`config.mk`:
```
export PLATFORM = sky130hd
export DESIGN_NAME = matrix_key_scan
export DESIGN_NICKNAME = d
export VERILOG_FILES = /design/src/rtl/digital_clock_pkg.sv /design/src/rtl/sync_2ff.sv /design/src/rtl/matrix_key_scan.sv
export SDC_FILE = /design/constraint.sdc
export NUM_CORES = 1
export LEC_CHECK = 0
export BUFFER_PORTS_ARGS = -buffer_cell sky130_fd_sc_hd__buf_2
export CAP_MARGIN = 0
export CORE_MARGIN = 2
export CORE_UTILIZATION = 30
export CTS_CLUSTER_DIAMETER = 80
export DETAILED_ROUTE_END_ITERATION = 10
export PLACE_DENSITY = 0.53
export SLEW_MARGIN = 30
export SYNTH_ARGS = -nofsm -noshare
export SYNTH_HDL_FRONTEND = slang
export SYNTH_SLANG_ARGS = --single-unit
```
`constraint.sdc`:
```
create_clock -name clk -period 7 [get_ports clk]
set_clock_uncertainty 0.05 [all_clocks]
set_input_delay 1.05 -clock clk [delete_from_list [all_inputs] [get_ports clk]]
set_output_delay 1.05 -clock clk [all_outputs]
set_load 0.01 [all_outputs]
```
`src/rtl/digital_clock_pkg.sv`:
```
// Shared types and constants for the keypad scanner.
// KEY_REPEAT_EN (optional) enables auto-repeat in matrix_key_scan.
package digital_clock_pkg;

    typedef enum logic [1:0] {
        SCAN,
        PRESS_DEB,
        HELD,
        REL_DEB
    } scan_state_t;

    localparam int KEY_W = 4;
    localparam logic [3:0] COL_RST = 4'b1110;

    // Lowest-index row reading 0; callers guarantee at least one is low
    function automatic logic [1:0] low_row(input logic [3:0] r);
        logic [1:0] idx;
        idx = 2'd0;
        for (int i = 3; i >= 0; i--) begin
            if (!r[i]) idx = 2'(i);
        end
        return idx;
    endfunction

endpackage

```
`src/rtl/sync_2ff.sv`:
```
// Two-flop synchronizer for asynchronous inputs, width-parameterized.
// Independent of KEY_REPEAT_EN.
module sync_2ff #(
    parameter int W = 4,
    parameter logic [W-1:0] RST_VAL = '1
) (
    input  logic         clk,
    input  logic         reset_n,
    input  logic [W-1:0] d,
    output logic [W-1:0] q
);

    logic [W-1:0] meta;

    always_ff @(posedge clk) begin
        if (!reset_n) begin
            meta <= RST_VAL;
            q    <= RST_VAL;
        end else begin
            meta <= d;
            q    <= meta;
        end
    end

endmodule

```
`src/rtl/matrix_key_scan.sv`:
```
// 4x4 keypad scanner with press/release debounce.
// Define KEY_REPEAT_EN to add auto-repeat while a key is held.
import digital_clock_pkg::*;

module matrix_key_scan #(
    parameter int SCAN_CYC = 50000,
    parameter int DEB_CYC  = 500000,
    parameter int REP_CYC  = 25000000
) (
    input  logic             clk,
    input  logic             reset_n,
    input  logic [3:0]       row_in,
    output logic [3:0]       col_out,
    output logic             key_vaild,
    output logic [KEY_W-1:0] key_code
);

`ifdef KEY_REPEAT_EN
    localparam int MAX_SD  = SCAN_CYC > DEB_CYC ? SCAN_CYC : DEB_CYC;
    localparam int MAX_CYC = MAX_SD > REP_CYC ? MAX_SD : REP_CYC;
`else
    localparam int MAX_CYC = SCAN_CYC > DEB_CYC ? SCAN_CYC : DEB_CYC;
`endif
    localparam int CW = MAX_CYC > 1 ? $clog2(MAX_CYC) : 1;
    localparam logic [CW-1:0] SCAN_LAST = CW'(SCAN_CYC - 1);
    localparam logic [CW-1:0] DEB_LAST  = CW'(DEB_CYC - 1);
`ifdef KEY_REPEAT_EN
    localparam logic [CW-1:0] REP_LAST  = CW'(REP_CYC - 1);
`endif

    logic [3:0]  row_s;
    scan_state_t state;
    logic [CW-1:0] cnt;
    logic [1:0]  col_idx;
    logic [1:0]  row_idx;
`ifdef KEY_REPEAT_EN
    logic [CW-1:0] rep_cnt;
`endif

    sync_2ff #(
        .W       (4),
        .RST_VAL (4'hF)
    ) u_sync (
        .clk     (clk),
        .reset_n (reset_n),
        .d       (row_in),
        .q       (row_s)
    );

    always_ff @(posedge clk) begin
        if (!reset_n) begin
            state     <= SCAN;
            cnt       <= '0;
            col_idx   <= 2'd0;
            row_idx   <= 2'd0;
            col_out   <= COL_RST;
            key_vaild <= 1'b0;
            key_code  <= '0;
`ifdef KEY_REPEAT_EN
            rep_cnt   <= '0;
`endif
        end else begin
            key_vaild <= 1'b0;
            unique case (state)
                SCAN: begin
                    if (cnt == SCAN_LAST) begin
                        cnt <= '0;
                        if (row_s != 4'hF) begin
                            row_idx <= low_row(row_s);
                            state   <= PRESS_DEB;
                        end else begin
                            col_idx <= col_idx + 2'd1;
                            col_out <= {col_out[2:0], col_out[3]};
                        end
                    end else begin
                        cnt <= cnt + 1'b1;
                    end
                end
                PRESS_DEB: begin
                    if (row_s[row_idx]) begin
                        state   <= SCAN;
                        cnt     <= '0;
                        col_idx <= col_idx + 2'd1;
                        col_out <= {col_out[2:0], col_out[3]};
                    end else if (cnt == DEB_LAST) begin
                        key_vaild <= 1'b1;
                        key_code  <= {row_idx, col_idx};
                        state     <= HELD;
`ifdef KEY_REPEAT_EN
                        rep_cnt   <= '0;
`endif
                    end else begin
                        cnt <= cnt + 1'b1;
                    end
                end
                HELD: begin
                    if (row_s[row_idx]) begin
                        state <= REL_DEB;
                        cnt   <= '0;
`ifdef KEY_REPEAT_EN
                        rep_cnt <= '0;
                    end else if (rep_cnt == REP_LAST) begin
                        key_vaild <= 1'b1;
                        rep_cnt   <= '0;
                    end else begin
                        rep_cnt <= rep_cnt + 1'b1;
`endif
                    end
                end
                REL_DEB: begin
                    // a bounce back to 0 resumes the hold without a pulse
                    if (!row_s[row_idx]) begin
                        state <= HELD;
                    end else if (cnt == DEB_LAST) begin
                        state   <= SCAN;
                        cnt     <= '0;
                        col_idx <= col_idx + 2'd1;
                        col_out <= {col_out[2:0], col_out[3]};
                    end else begin
                        cnt <= cnt + 1'b1;
                    end
                end
                default: state <= SCAN;
            endcase
        end
    end

endmodule

```
**Yosys cells after proc, flatten, opt, wreduce, memory -nomap -nowiden**

Index checks and enable logic that the tools add are counted.

- Magnitude comparators: 1
- Bitwise operators: 3
- Mux-type cells: 34
- Equality and inequality tests: 16
- Reductions and logical operators: 8
- $add $sub $neg: 2

Operators by type and width:

| cell | number |
|---|---|
| $mux 19 | 6 |
| $pmux 19 s4 | 1 |
| $mux 2 | 16 |
| $mux 4 | 5 |
| $add 19x1->19 const B | 1 |
| $eq 19x16->1 const B | 1 |
| $eq 19x19->1 const B | 1 |
| $ne 2x2->1 const B | 7 |
| $pmux 4 s3 | 1 |
| $ne 3x3->1 const B | 3 |
| $reduce_and 3->1 | 3 |
| $pmux 2 s4 | 1 |
| $pmux 2 s3 | 1 |
| $reduce_and 6->1 | 1 |
| $reduce_and 5->1 | 1 |
| $eq 2x2->1 const B | 2 |
| $ne 4x4->1 const B | 1 |
| $lt 2x3->1 const B | 1 |
| $not 1->1 | 3 |
| $reduce_bool 3->1 | 1 |
| $reduce_or 3->1 | 1 |
| $add 2x1->2 const B | 1 |
| $bmux 1 s2 | 1 |
| $eq 2x1->1 const B | 1 |
| 2 further kinds | 3 |

- Output and inout bits: 9
- Register bits after elaboration: 42
- Input port bits: 6
- Logic and storage cells: 73

**Logic depth before layout (Yosys ltp)**

Gate-level depths: netlist of run 1.

- Depth in word-level cells: 4
- Depth in mapped cells: 7

**Cells and area by module**

A second synthesis of run 1 with hierarchy kept.

- Cell total of the unflattened synthesis: 240
- Area total of the unflattened synthesis: 2317.2 um^2

Modules (own cells, without submodules):

| module | sequential area each (um^2) | cells each | area each (um^2) | times used |
|---|---|---|---|---|
| matrix_key_scan | 680.7 | 224 | 2107.0 | 1 |
| sync_2ff | 160.2 | 16 | 210.2 | 1 |

**Least setup slack after synthesis of run 1**

No wires, ideal clock.

- Path type: reg-to-reg
- From: register cnt[7]
- To: register cnt[8]
- Setup slack: 4809 ps
- Clock period less this slack: 2191 ps
- Cell stages (with the launch flop): 7
- Required time: 6836 ps
- Path buffers: 1
- Arrival: 2027 ps
- Cell sequence: dfxtp_1 or4_4 nor4_4 a21oi_2 o311ai_4 buf_6 nor2_1

- Longest elaborated chain between the ends: 4
- Elaborated cells on any way between the ends: 11
- Classes of those cells: 1 x add/sub; 3 x eq/ne; 6 x mux; 1 x reduce/logical

Ends and longest elaborated chain:

| element | line | source |
|---|---|---|
| from (decl) | matrix_key_scan.sv:33 | `logic [CW-1:0] cnt;` |
| from (signal assigned) | matrix_key_scan.sv:76 | `cnt <= cnt + 1'b1;` |
| from (signal assigned) | matrix_key_scan.sv:93 | `cnt <= cnt + 1'b1;` |
| from (signal assigned) | matrix_key_scan.sv:120 | `cnt <= cnt + 1'b1;` |
| $add 19x1->19 or $eq 19x19->1 (tied branches) | n/a |  |
| $mux 19 (on tied branches) | matrix_key_scan.sv:114, matrix_key_scan.sv:85 |  |
| $mux 19 (on tied branches) | matrix_key_scan.sv:112, matrix_key_scan.sv:80 |  |
| $pmux 19 s4 | matrix_key_scan.sv:64 | `unique case (state)` |

Parallel ways exist; a longest one is shown, timed or not. The select of a mux whose other input is x is not followed.
A chain may end at the register's enable or synchronous reset.

**Worst setup path after layout of run 1**

- From: register cnt[0]
- To: register cnt[1]

Same word-level chain as after synthesis.

==> results of run 1 <==
## cells in the final DEF (no fill, tap or decap), types with 3 or more instances in the layout
cell type	instances
dfxtp_1	42
nor2_1	23
nand2_1	19
buf_2	14
nand3_1	12
mux2i_1	10
a31oi_1	10
xor2_1	10
nand2b_1	9
and3_1	8
a21oi_1	8
nand4_1	7
or3_1	6
nor3_1	5
clkbuf_8	5
and4_1	4
inv_1	4
and2_1	3
## layer usage
metal  track usage [%]  wire, microns  up-vias
li1                  -              -      850
met1             15.49           2061      762
met2             17.41           1787       26
met3             2.857            141        7
met4             4.972             71        0
met5                 0              0        -
## power breakdown
group | leakage [nW] | switching (mW) | internal (mW)
clock | 0.0514 | 0.0865 | 0.106
sequential | 0.341 | 0.00477 | 0.244
combinational | 0.451 | 0.0102 | 0.00912
## flip-flops by register name, summed over array words and instances (netlist names), named ones only
register,flops
col_out,4
state,1
key_vaild,1
u_sync.q,4
col_idx,2
key_code,4
row_idx,2
u_sync.meta,4
cnt,19
## cells in the mapped netlist (3+ instances only)
cell / count / area share [%]
nand4_1: 7 / 2.1
xor2_1: 10 / 4.3
mux2i_1: 10 / 4.9
nand2b_1: 9 / 2.8
a21oi_1: 8 / 2.0
and3_1: 8 / 2.5
or3_1: 6 / 1.8
dfxtp_1: 42 / 41
nor2_1: 23 / 4.2
inv_1: 4 / 0.74
nand3_1: 12 / 2.9
nand2_1: 19 / 3.5
and4_1: 4 / 1.7
and2_1: 3 / 0.92
a31oi_1: 10 / 3.1
clkbuf_1: 11 / 2.0
nor3_1: 5 / 1.2
## kinds of logic (layout without fill, tap and decap cells)
group | Yosys count | in the layout | share of synthesized area, %
buffers and inverters | 16 | 26 | 3.317
adders and majority gates | 1 | 1 | 0.6142
muxes | 13 | 13 | 7.125
DFF | 42 | 42 | 41.28
and+or+nand+nor | 111 | 111 | 30.53
AOI/OAI and AO/OA | 35 | 35 | 12.84
xor gates and xnor gates | 10 | 10 | 4.300
## metrics by stage
| stage | power, mW | hold WS [ns] |
|---|---|---|
| after detailed placement | 0.2739 | 0.3443 |
| after CTS | 0.4666 | 0.3646 |
| final | 0.4609 | 0.3612 |
| after floorplan | 0.2692 | 0.3363 |
| after global routing | 0.4809 | 0.3872 |
| after global placement | 0.2735 | 0.3411 |
## path summary, 6_finish.rpt
check	slack, ns	cells after the start	start	to
worst max-delay path	4.36	6	cnt[0]	cnt[1]
worst min-delay path	0.36	1	u_sync.meta[2]	u_sync.q[2]
worst max register to register	4.36	6	cnt[0]	cnt[1]
worst min register to register	0.36	1	u_sync.meta[2]	u_sync.q[2]
## layout make-up
type                       instances  share of cell area (%)
multi-input combinational        170                   49.83
inverter                           4                  0.6630
tap                               80                   4.420
timing repair buffer              14                   3.094
clock buffer                       6                   3.204
sequential                        42                   37.13
clock inverter                     2                   1.657
==> results.yml, run 1 <==
finish:
  diodes: 0
  fill_cells: 721
  final_nets: 244
  utilization_pct: 33.90
  finalInstanceArea_sq_um: 2265
  synthToLayoutAreaGrowth_pct: 11.18
  instances_no_fill: 318
  drive_gt1_share_pct: 13.03
  multiInputGateArea_sq_um: 1129
  seq_area_sq_um: 840.8
placement:
  placedCellCount: 310
  gp_congestion: 0.7540
  dp_hpwl_mm: 2.828
  dp_slack_ns: 4.353
  post_dp_cell_area_sq_um: 2155
  numPortBuffers: 14
die:
  initial_utilization_pct: 30.49
  core-area_sq_um: 6681
  die_y_microns: 86.40
  die-area_sq_um: 7465
  rows: 30
  die_width_microns: 86.40
  num_io_pins: 15
timing:
  setup_violations: 0
  tns_ns: 0
  rsz0062_at_grt: "no"
  finalHoldViolations: 0
  drv_slew: 0
  fin_crit_ns: 2.643
  fin_crit_sh_pct: 37.76
  slew_headroom_pct: 45.03
  worst_slack_ns: 4.357
  tightestPinTransition_ns: 0.8226
  clock.fmax_ghz: 0.3783
status:
  outcome: "finished, final reports clean"
detailed_routing:
  ant_nets: 0
  dr.pass1.iters: 4
  drt-total-wl_mm: 4.061
  drc_errors: 0
  dr.first_iter.drc_count: 95
  wl_per_cell_microns: 12.77
  vias: 1645
  via_per_inst: 5.173
setup_path:
  critPathBufInv: 0
  crit_arrival_ns: 2.79
  endpoint_kind: "flop"
  cpMaxStageDelayCell: "o311ai_4"
  cp_slowest_stage_delay_ns: 0.76
  crit_type: "reg2reg"
  startpoint_type: "flop"
  cp_max_fo: 19
  crit_family: "compound AO/OA/AOI/OAI gates"
  crit_chain: "ha_1 > nand3_1 > nor4_4 > a21oi_2 > o311ai_4 > o21ba_2"
  critPathRequiredTime_ns: 7.14
synth:
  syn_area_sq_um: 2037
  ys_warn_count: 0
  synth.net_count: 235
  avgSynthCellArea_sq_um: 8.934
  synthCells: 228
  synthArstFlopShare_pct: 0
  synth_edf_count: 0
  synth_ff_type: "dfxtp_1"
  synth_cell_types: 44
  yosysSeqAreaShare_pct: 41.28
  ys_ff_latch: 42
grt:
  grt_max_degree: 21
  grt_pass1_vias: 1466
  grt_overflow: 0
  grt_antenna_before_repair: 0
  grt_pass1_wl_mm: 6.817
  track_usage_pct: 11.48
cts:
  root_buffer: "clkbuf_8"
  cts_setup_buffers: 0
  hold_buffers: 0
  htree_num_levels: 2
  cts_sinks: 42
  cts_max_path_buffers: 2
  cts_resized: 0
  cts_buffers: 5
  clock_latency_ns: 0.29
  path_clk_slew_ns: 0.08
  tritoncts: "done"
pwr:
  peakVddDrop_v: 0.00006341
  p_leak_nw: 0.8438
  p_per_area_nw_per_um2: 203.5
flow_run:
  cap_viol_max_count: 0
worst_hold_path:
  hp-class: "reg2reg"
No activity file was read; power rests on OpenSTA's default activity.
==> run 2, diff against run 1 <==
Settings changed: ABC_AREA set to 1, PLACE_DENSITY 0.53 to 0.55.
Clock period 7 ns to 2.3 ns, I/O delays scaled along.
==> results.yml, run 2 <==
cts:
  root_buffer: "clkbuf_8"
  hold_buffers: 0
  cts_sinks: 42
  cts_buffers: 5
  tritoncts: "done"
  htree_num_levels: 2
  cts_max_path_buffers: 2
  clock_latency_ns: 0.30
  path_clk_slew_ns: 0.08
finish:
  synthToLayoutAreaGrowth_pct: 11.70
  finalInstanceArea_sq_um: 2556
  final_nets: 364
  diodes: 0
  instances_no_fill: 457
  largest_register: "cnt"
  final_cell_mix: "nand2_1, nor2_1, dfxtp_1, inv_1, nand3_1"
  final_common_cell: "nand2_1"
  drive_gt1_share_pct: 16.48
  largest_reg_flops: 19
synth:
  synth_cell_types: 31
  synth.most_common_cell: "nand2_1"
  synth_top_area_share_pct: 36.74
  syn_area_sq_um: 2288
  yosysSeqAreaShare_pct: 36.74
  synth_ff_type: "dfxtp_1"
  ys_warn_count: 0
  ys_ff_latch: 42
  synthArstFlopShare_pct: 0
  synth_edf_count: 0
  synth_area_leaders: "dfxtp_1, nand2_1, nor2_1"
  synth.net_count: 349
  synthCells: 342
  synth_top_cells_by_count: "nand2_1, nor2_1, dfxtp_1"
  avgSynthCellArea_sq_um: 6.691
  yosysTopAreaCell: "dfxtp_1"
grt:
  grt_antenna_before_repair: 0
  use_met3_pct: 2.822
  top_usage_layer: "met2"
  grt_pass1_wl_mm: 8.652
  use_met1_pct: 17.24
  track_usage_pct: 12.51
  use_met2_pct: 19.81
  grt_pass1_vias: 1942
  grt_max_degree: 31
  grt_overflow: 0
pwr:
  p_leak_nw: 1.097
  peakVddDrop_v: 0.0002682
  swShare_pct: 21.95
  p_per_area_nw_per_um2: 541.2
  p_comb_share_pct: 3.6
  p_clk_share_pct: 42.6
  p_seq_share_pct: 53.9
  p_switching_uw: 303.6
  internal_power_mw: 1.080
setup_path:
  crit_type: "reg2reg"
  startpoint_type: "flop"
  r2r_slack_ns: 0.30
  rr_worst_depth: 9
  critPathRequiredTime_ns: 2.44
  cp_max_fo: 15
  crit_arrival_ns: 2.14
  endpoint_kind: "flop"
detailed_routing:
  ant_nets: 0
  dr.first_iter.drc_count: 103
  wl_per_cell_microns: 10.86
  drc_errors: 0
  dr.pass1.iters: 4
  via_per_inst: 4.492
  vias: 2053
  drt-total-wl_mm: 4.964
timing:
  fin_crit_ns: 1.995
  rsz0062_at_grt: "no"
  finalHoldViolations: 0
  clock.fmax_ghz: 0.5012
  setup_violations: 0
  tightestPinTransition_ns: 0.6721
  slew_headroom_pct: 55.14
  worst_slack_ns: 0.3049
  tns_ns: 0
  drv_slew: 0
  fin_crit_sh_pct: 86.74
placement:
  placedCellCount: 448
  dp_slack_ns: 0.05244
  numPortBuffers: 14
  gp_congestion: 0.8425
  post_dp_cell_area_sq_um: 2435
  dp_hpwl_mm: 3.534
die:
  num_io_pins: 15
  rows: 31
  die_width_microns: 91.34
  die_y_microns: 91.34
  die-area_sq_um: 8343
  initial_utilization_pct: 31.22
  core-area_sq_um: 7331
status:
  outcome: "finished, final reports clean"
worst_hold_path:
  hp-class: "in2reg"
  holdPathStages: 2
flow_run:
  cap_viol_max_count: 0
-- run 2: changes by cell type in the layout (fill, tap and decap cells not counted), sizes merged, moves of 8 or more --
cell / change
nand2b: -9
inv: +34
nor2: +34
nand3: +19
or2: +8
xor2: -9
mux2i: -10
and3: -8
nand2: +86
a31oi: -10
o21ai: +8
-- run 2: power groups by stage --
| stage | sequential [mW] | combinational [mW] | clock, mW |
|---|---|---|---|
| 4_1_cts | 0.745 | 0.0494 | 0.604 |
| 6_report | 0.745 | 0.0493 | 0.589 |
| 3_5_place_dp | 0.762 | 0.0493 | 0 |
| 2_1_floorplan | 0.761 | 0.0390 | 0 |
| 5_1_grt | 0.748 | 0.0559 | 0.623 |
| 3_3_place_gp | 0.762 | 0.0485 | 0 |
-- run 2: repair_timing --
| action | CTS | global route |
|---|---|---|
| resized for setup | 0 | 1 |
| endpoints found under the setup margin | 0 | 16 |
| hold endpoints to repair | 0 | 0 |
| buffers inserted | 0 | 0 |
-- run 2: layout make-up --
type / count / area [sq um]
fill: 816 / 4775
multi-input combinational: 253 / 1246
sequential: 42 / 840.8
inverter: 38 / 142.6
tap: 99 / 123.9
timing repair buffer: 17 / 92.59
clock buffer: 6 / 72.57
clock inverter: 2 / 37.54
-- run 2: path summary, 6_finish.rpt --
check	from	to
setup / recovery	cnt[0]	cnt[3]
hold / removal	row_in[1]	u_sync.meta[1]
setup reg to reg	cnt[0]	cnt[3]
hold reg to reg	u_sync.meta[1]	u_sync.q[1]
-- run 2: cell families (layout without fill, tap and decap cells) --
kind of cell               after synthesis  in the layout  share of synthesized area (%)
and+or+nand+nor                        220            221                          45.76
adders and majority gates                1              1                         0.5467
AOI/OAI and AO/OA                       30             30                          7.271
buffers and inverters                   48             63                          9.295
DFF                                     42             42                          36.74
xor gates and xnor gates                 1              1                         0.3828
-- run 2: stage by stage --
step | util [%] | hold slack, ns | total power, mW
floorplan | - | 0.3425 | 0.7997
global placement | 33.21 | 0.3452 | 0.8106
detailed placement | 33.21 | 0.3472 | 0.8117
CTS | 34.72 | 0.1669 | 1.399
global route | 34.87 | 0.1672 | 1.427
finish | 34.87 | 0.1728 | 1.383
-- run 2: per-layer routing --
metal | vias up | wire (microns)
li1 | 1114 | -
met1 | 905 | 2647
met2 | 27 | 2094
met3 | 7 | 172
met4 | 0 | 48
met5 | - | 0
-- run 2: critical path, cell delays in order (launching register included) --
cell and delay [ns]:
dfxtp_1 0.33, ha_1 0.27, nand3_4 0.17, nor2_4 0.07
nand3_4 0.11, nor2_8 0.07, nor2_2 0.55, nand3_1 0.13
nand2_1 0.11, nor2_1 0.04
==> run 3, diff against run 2 <==
--- a/config.mk
+++ b/config.mk
@@ -14,3 +14,3 @@
 export DETAILED_ROUTE_END_ITERATION = 10
-export PLACE_DENSITY = 0.55
+export PLACE_DENSITY = 0.46
 export SLEW_MARGIN = 30
==> constraint.sdc (replaced) <==
create_clock -name clk -period 2.3 [get_ports clk]
set_clock_uncertainty 0.05 [all_clocks]
set_input_delay 0.46 -clock clk [delete_from_list [all_inputs] [get_ports clk]]
set_output_delay 0.46 -clock clk [all_outputs]
set_load 0.01 [all_outputs]
==> results.yml, run 3 (synthesis results as in run 2) <==
pwr:
  p_leak_nw: 1.118
  peakVddDrop_v: 0.0002933
  p_total_mw: 1.396
  p_per_area_nw_per_um2: 538.9
cts:
  cts_buffers: 5
  hold_buffers: 0
  cts_sinks: 42
  tritoncts: "done"
  root_buffer: "clkbuf_8"
  htree_num_levels: 2
  clock_latency_ns: 0.30
  path_clk_slew_ns: 0.08
  cts_max_path_buffers: 2
finish:
  largest_reg_flops: 19
  utilization_pct: 35.35
  seq_area_sq_um: 840.8
  diodes: 0
  final_nets: 368
  finalInstanceArea_sq_um: 2591
  synthToLayoutAreaGrowth_pct: 13.23
  drive_gt1_share_pct: 17.68
  multiInputGateArea_sq_um: 1251
  final_common_cell: "nand2_1"
  largest_register: "cnt"
  final_cell_mix: "nand2_1, nor2_1, dfxtp_1, inv_1, nand3_1"
  fill_cells: 818
timing:
  clock.fmax_ghz: 0.4923
  fin_crit_ns: 2.031
  rsz0062_at_grt: "no"
  tightestPinTransition_ns: 0.6823
  setup_violations: 0
  fin_crit_sh_pct: 88.32
  drv_slew: 0
  finalHoldViolations: 0
  tns_ns: 0
  slew_headroom_pct: 54.46
die:
  die_width_microns: 91.34
  die_y_microns: 91.34
  die-area_sq_um: 8343
  num_io_pins: 15
  initial_utilization_pct: 31.22
  core-area_sq_um: 7331
  rows: 31
flow_run:
  cap_viol_max_count: 0
status:
  outcome: "finished, final reports clean"
detailed_routing:
  drc_errors: 0
  ant_nets: 0
  dr.pass1.iters: 4
  wl_per_cell_microns: 11.44
  vias: 2133
  drt-total-wl_mm: 5.276
  via_per_inst: 4.627
  dr.first_iter.drc_count: 117
setup_path:
  startpoint_type: "flop"
  critPathBufInv: 1
  crit_family: "simple AND/OR/NAND/NOR gates"
  cp_max_fo: 16
  cpMaxStageDelayCell: "dfxtp_1"
  crit_arrival_ns: 2.17
  endpoint_kind: "flop"
  crit_type: "reg2reg"
  cp_slowest_stage_delay_ns: 0.37
  critPathRequiredTime_ns: 2.44
  crit_chain: "ha_1 > nand3_4 > buf_4 > nor2_1 > nand3_2 > a21oi_2 > nand3_2 > nand2_4 > nor2_1"
placement:
  dp_hpwl_mm: 3.792
  gp_congestion: 0.7946
  numPortBuffers: 14
  post_dp_cell_area_sq_um: 2465
grt:
  grt_overflow: 0
  track_usage_pct: 13.42
  grt_pass1_vias: 2025
  grt_antenna_before_repair: 0
  grt_max_degree: 31
  grt_pass1_wl_mm: 9.190
worst_hold_path:
  hp-class: "in2reg"
-- run 3: changes by cell type in the layout (fill, tap and decap cells not counted) --
cell     change
nand3_2      +1
nand3_1      -1
buf_4        +4
-- run 3: layout make-up --
| cell class | count | share of cell area, % |
|---|---|---|
| repair buffers | 21 | 4.732 |
| clock buffers | 6 | 2.801 |
| flip-flops and latches | 42 | 32.45 |
| multi-input cells | 253 | 48.29 |
| clock inverters | 2 | 1.449 |
| well taps | 99 | 4.780 |
| inverters | 38 | 5.505 |
-- run 3: path summary, 6_finish.rpt --
check            startpoint        endpoint  slack, ns  cells past startpoint
max                  cnt[1]         cnt[15]       0.27                      9
min               row_in[0]  u_sync.meta[0]       0.28                      2
max reg2reg          cnt[1]         cnt[15]       0.27                      9
min reg2reg  u_sync.meta[1]     u_sync.q[1]       0.37                      1
-- run 3: where the power goes --
part | switching, mW | internal, mW
Clock | 0.278 | 0.324
Combinational | 0.0307 | 0.0183
Sequential | 0.00787 | 0.738
Total | 0.316 | 1.08
-- run 3: metal layers --
layer	track usage, %	part of all wire (%)	vias up	routed length [microns]
li1	-	-	1129	-
met1	18.10	51	968	2674
met2	21.23	45	29	2367
met4	4.798	1.5	0	80
met3	2.739	2.9	7	154
met5	0	0	-	0
-- run 3: per-stage QoR --
stage	std cells	hold slack (ns)	worst slack (ns)
6_report	461	0.2833	0.2687
5_1_grt	461	0.2797	0.04918
4_1_cts	460	0.2770	0.04572
3_5_place_dp	452	0.3520	0.06557
3_3_place_gp	452	0.3473	0.09905
2_1_floorplan	342	0.3425	0.5628
-- run 3: timing repair --
item,in CTS,in global routing
endpoints found under the setup margin,0,19
setup buffers,0,0
gates resized for setup,0,2
